--- src/rtl/life_engine.sv ---
// Game of Life generation engine for a 16x16 toroidal board.
// Holds the committed cell map, applies cursor edits and computes one generation per step.
module life_engine #(
  parameter int GEN_W = 16,
  parameter int POP_W = 9
) (
  input  logic             clk,
  input  logic             rst_n,
  input  logic             step,
  input  logic             toggle,
  input  logic             clear,
  input  logic [3:0]       cursor_x,
  input  logic [3:0]       cursor_y,
  input  logic [3:0]       rd_row,
  output logic [15:0]      row_data,
  output logic             cursor_cell,
  output logic [POP_W-1:0] population,
  output logic [GEN_W-1:0] generation,
  output logic             busy
);

  typedef enum logic [1:0] {IDLE, CALC, COMMIT} state_t;

  state_t           state;
  logic [15:0]      map [16];
  logic [15:0]      nxt [16];
  logic [3:0]       r;
  logic [POP_W-1:0] acc;
  logic             pend;
  logic [3:0]       px, py;

  logic [15:0]      up, mid, dn;
  logic [15:0]      calc_row;
  logic [POP_W-1:0] row_pop;
  logic [3:0]       n;
  logic             tg_do;
  logic [3:0]       tx, ty;
  logic             tcell;

  // Next-state row r from its three source rows; 4-bit index arithmetic gives the torus wrap.
  // NOTE: every always_comb output gets a default first so no path can infer a latch.
  always_comb begin
    up       = map[r - 4'd1];
    mid      = map[r];
    dn       = map[r + 4'd1];
    calc_row = '0;
    row_pop  = '0;
    n        = '0;
    for (int x = 0; x < 16; x++) begin
      n = 4'(up[(x + 15) % 16]) + 4'(up[x]) + 4'(up[(x + 1) % 16]) +
          4'(mid[(x + 15) % 16]) + 4'(mid[(x + 1) % 16]) +
          4'(dn[(x + 15) % 16]) + 4'(dn[x]) + 4'(dn[(x + 1) % 16]);
      calc_row[x] = mid[x] ? (n == 4'd2 || n == 4'd3) : (n == 4'd3);
      row_pop     = row_pop + POP_W'(calc_row[x]);
    end
  end

  // A fresh toggle overrides one left pending from the busy period.
  always_comb begin
    tg_do = toggle | pend;
    tx    = toggle ? cursor_x : px;
    ty    = toggle ? cursor_y : py;
    tcell = map[ty][tx];
  end

  // NOTE: the map is reset explicitly because a zero board after reset is observable
  // behaviour; a plain RAM without reset would power up with random cells.
  // NOTE: all sequential state uses non-blocking assignments so every register samples
  // pre-edge values and the evaluation order of the statements cannot matter.
  always_ff @(posedge clk or negedge rst_n) begin
    if (!rst_n) begin
      state      <= IDLE;
      r          <= '0;
      acc        <= '0;
      population <= '0;
      generation <= '0;
      pend       <= 1'b0;
      px         <= '0;
      py         <= '0;
      for (int i = 0; i < 16; i++) begin
        map[i] <= '0;
        nxt[i] <= '0;
      end
    end else begin
      if (state != IDLE && toggle) begin
        pend <= 1'b1;
        px   <= cursor_x;
        py   <= cursor_y;
      end
      case (state)
        IDLE: begin
          if (clear) begin
            for (int i = 0; i < 16; i++) map[i] <= '0;
            population <= '0;
            generation <= '0;
            pend       <= 1'b0;
          end else if (tg_do) begin
            map[ty][tx] <= ~tcell;
            population  <= tcell ? population - POP_W'(1) : population + POP_W'(1);
            pend        <= 1'b0;
          end else if (step) begin
            r     <= '0;
            acc   <= '0;
            state <= CALC;
          end
        end
        CALC: begin
          nxt[r] <= calc_row;
          acc    <= acc + row_pop;
          r      <= r + 4'd1;
          if (r == 4'd15) state <= COMMIT;
        end
        COMMIT: begin
          for (int i = 0; i < 16; i++) map[i] <= nxt[i];
          population <= acc;
          generation <= generation + GEN_W'(1);
          state      <= IDLE;
        end
        default: state <= IDLE;
      endcase
    end
  end

  assign busy        = (state != IDLE);
  assign row_data    = map[rd_row];
  assign cursor_cell = map[cursor_y][cursor_x];

endmodule

--- config.mk ---
export PLATFORM = sky130hd
export DESIGN_NAME = life_engine
export DESIGN_NICKNAME = d
export VERILOG_FILES = /design/src/rtl/life_engine.sv
export SDC_FILE = /design/constraint.sdc
export NUM_CORES = 2
export LEC_CHECK = 0
export ABC_AREA = 1
export CAP_MARGIN = 40
export CORE_MARGIN = 3
export CORE_UTILIZATION = 25
export DETAILED_ROUTE_END_ITERATION = 10
export GPL_TIMING_DRIVEN = 1
export PLACE_DENSITY = 0.38
export RECOVER_POWER = 50
export SLEW_MARGIN = 20
export SYNTH_ARGS = -nofsm -noshare
export SYNTH_HDL_FRONTEND = slang
export SYNTH_SLANG_ARGS = --single-unit
export TNS_END_PERCENT = 30
--- constraint.sdc ---
create_clock -name clk -period 12.4 [get_ports clk]
set_input_delay 1.86 -clock clk [delete_from_list [all_inputs] [get_ports clk]]
set_output_delay 1.86 -clock clk [all_outputs]
set_load 0.05 [all_outputs]
==> flow_summary.yaml <==
routing:
  num_vias: 47965
  wl_per_cell_um: 27.1
  routed_wl_mm: 241
  viasPerCell: 5.39
  drt_pass1_iterations: 6
  drt_iter0_drc: 5374
  drc: 0
  drtAntennaViolNets: 0
finish:
  drive_gt1_share_pct: 5.41
  fill_cells: 19298
  regArea_sq_mm: 0.0140
  syn2layout_area_growth_pct: 13.1
  fin_cells: 8902
  multi_input_area_sq_mm: 0.0257
  nets: 6674
cts:
  cts_buffers: 81
  cts_buffer_depth: 3
  cts-resized-gates: 0
  cts.clk_slew.worst_paths_ns: 0.06
  hold_buffers: 0
  clk_latency_ns: 0.71
  postCtsSetupBuffers: 0
  tritoncts: "built"
  cts_sinks: 561
  htreeDepth: 3
  root_buffer: "clkbuf_16"
grt:
  overflow: 0
  antenna_found_initial: 13
  grt_pass1_wl_mm: 342
  grtUsageTotal_pct: 26.0
  grt_max_degree: 148
  grt_pass1_vias: 44599
sta:
  setup_slack_ns: 1.27
  post-route-min-period_ns: 11.13
  tightest_slew_ns: 5.23
  timing.setup.tns_ns: 0
  clock-skew-final_ns: 0.0436
  setup_viol: 0
  post-route-period-util_pct: 89.7
  maxSlewHeadroom_pct: -249
  finalHoldViolCount: 0
  rsz0062_at_grt: "false"
  fmax_ghz: 0.0899
  drv_slew: 423
critical_path:
  critPathKind: "flop to flop"
  regToRegStartpoint: "r[0]"
  slowest_delay_ns: 0.87
  cp-start-kind: "flop"
  path_buf_inv: 8
  reg2reg_depth: 35
  cp-end-kind: "flop"
  r2r_end: "acc[8]"
  cp_max_fo: 82
  crit_family: "adder cells"
  crit_required_ns: 13.01
  arrival_ns: 11.73
  crit_path_start: "r[0]"
  cp_slowest_cell: "dfrtp_4"
  regToRegSetupSlack_ns: 1.27
  crit_top_cell: "fa_1"
synthesis:
  async_flop_share_pct: 100
  synth-seq-area-share_pct: 32.0
  ys_seq_elements: 561
  synth-warning-count: 0
  syn_avg_cell_area_sq_um: 6.52
  synthesis.area_sq_mm: 0.0439
  synth_cell_types: 53
  synth_fp_nets: 6896
  syn_inst: 6733
  synth_flop_cell: "dfrtp_1"
  synth_edf_count: 0
hold_path:
  worstHoldPathCells: 2
  whs_endpoint: "nxt[1]"
  worstHoldStart: "nxt[1]"
  hp-class: "flop to flop"
die:
  core_sq_mm: 0.174
  rows: 153
  die_w_um: 425
  start_util_pct: 25.2
  die_h_um: 425
  io_pins: 60
  dieArea_sq_mm: 0.181
place:
  place_congestion: 0.904
  dp.cells: 8745
  hpwlAfterDp_mm: 154
  io_buffers: 59
  dp_slack_ns: 1.37
run_status:
  status: "finished with violations"
  violations: "max-capacitance violations, max-slew violations"
job:
  max-cap-violations: 7
kinds of logic (layout without fill, tap and decap cells):
family	after synthesis	count (layout)	share of synthesized area [%]
DFF	561	561	32.0
and+or+nand+nor	2632	2632	23.7
adders and majority gates	146	146	5.48
buffers and inverters	1065	907	9.94
AOI/OAI and AO/OA	2323	2323	28.8
xor gates and xnor gates	6	6	0.120
other	0	2	0
cells in the final DEF (no fill, tap or decap), types with 11 or more instances in the layout:
cell and n:
ha_1 68, fa_1 77, nand2_1 1695, a21oi_1 639, inv_1 527, clkbuf_16 85
nand2_4 11, dfrtp_1 559, o22ai_1 31, a32o_1 14, buf_4 107, inv_2 13
nand4_1 15, nand3_1 342, clkbuf_1 24, clkinv_2 17, o21ai_0 1259, o221ai_1 27
clkdlybuf4s50_1 49, o21ai_1 51, clkbuf_8 22, o211ai_1 21, a21boi_1 211, nor2_1 526
a221oi_1 17, buf_16 14
cells in the mapped netlist, types with 6 or more instances:
master    count  area [sq um]
fa_1         77          1540
buf_6        26           293
inv_1       534          2000
buf_4        12          90.1
dfrtp_1     561         14000
nor2_1      532          2000
o21ai_0    1259          6300
o211ai_1     21           158
inv_2        11          41.3
nand3_1     342          1710
o22ai_1      31           194
a21boi_0      7          52.6
a21boi_1    211          1580
a31oi_1       7          43.8
o21ai_1      53           265
nand2_1    1711          6420
a221oi_1     17           149
clkbuf_1    334          1250
buf_1        42           158
nand4_1      15          93.8
a21oi_1     639          3200
o221ai_1     28           245
buf_2       101           505
nand2_2       6          37.5
a32o_1       14           140
a31o_2        6          52.6
ha_1         69           863
nor3_1        8          40.0
cell type report:
type | instances | share of cell area, %
antenna | 2 | 0.0101
clock buffer | 118 | 4.96
clock inverter | 29 | 0.582
inverter | 550 | 4.21
multi-input combinational | 5107 | 51.8
sequential | 561 | 28.3
tap | 2325 | 5.86
timing repair buffer | 210 | 4.26
how the worst max path moves through the flow:
| stage | cells past startpoint | slack (ns) | to |
|---|---|---|---|
| 3_5_place_dp | 35 | 1.37 | acc[8] |
| 2_1_floorplan | 41 | 2.79 | acc[8] |
| 6_report | 35 | 1.27 | acc[8] |
| 4_1_cts | 35 | 1.32 | acc[8] |
| 5_1_grt | 35 | 0.70 | acc[8] |
| 3_3_place_gp | 35 | 1.37 | acc[8] |
routing by layer:
metal	wire [um]	track usage, %	part of all wire, %
met1	108000	36.5	45
met2	105000	40.3	44
met3	17200	3.30	7.1
met4	10700	10.5	4.5
met5	13	0	0.0054
registers in the layout, summed over array words and instances, names as in the netlist:
| register | cells |
|---|---|
| map | 256 |
| nxt | 256 |
| generation | 16 |
| acc | 9 |
| population | 9 |
| px | 4 |
| py | 4 |
| r | 4 |
| state | 2 |
| pend | 1 |
tightest hold or removal path, stage by stage (launching register included):
cell and delay [ns]:
dfrtp_1 0.34, nand2_1 0.05, o21ai_0 0.06
stage by stage:
| stage | util, % | cell area, sq um | hold WS, ns |
|---|---|---|---|
| 3_3_place_gp | 26.6 | 46300 | 0.467 |
| 2_1_floorplan | - | 43900 | 0.434 |
| 4_1_cts | 28.5 | 49600 | 0.488 |
| 3_5_place_dp | 26.9 | 46900 | 0.473 |
| 6_report | 28.5 | 49700 | 0.484 |
| 5_1_grt | 28.5 | 49700 | 0.499 |
Power is not shown: default switching activity piles up to over one toggle a cycle in this logic, so the estimate is an artifact.
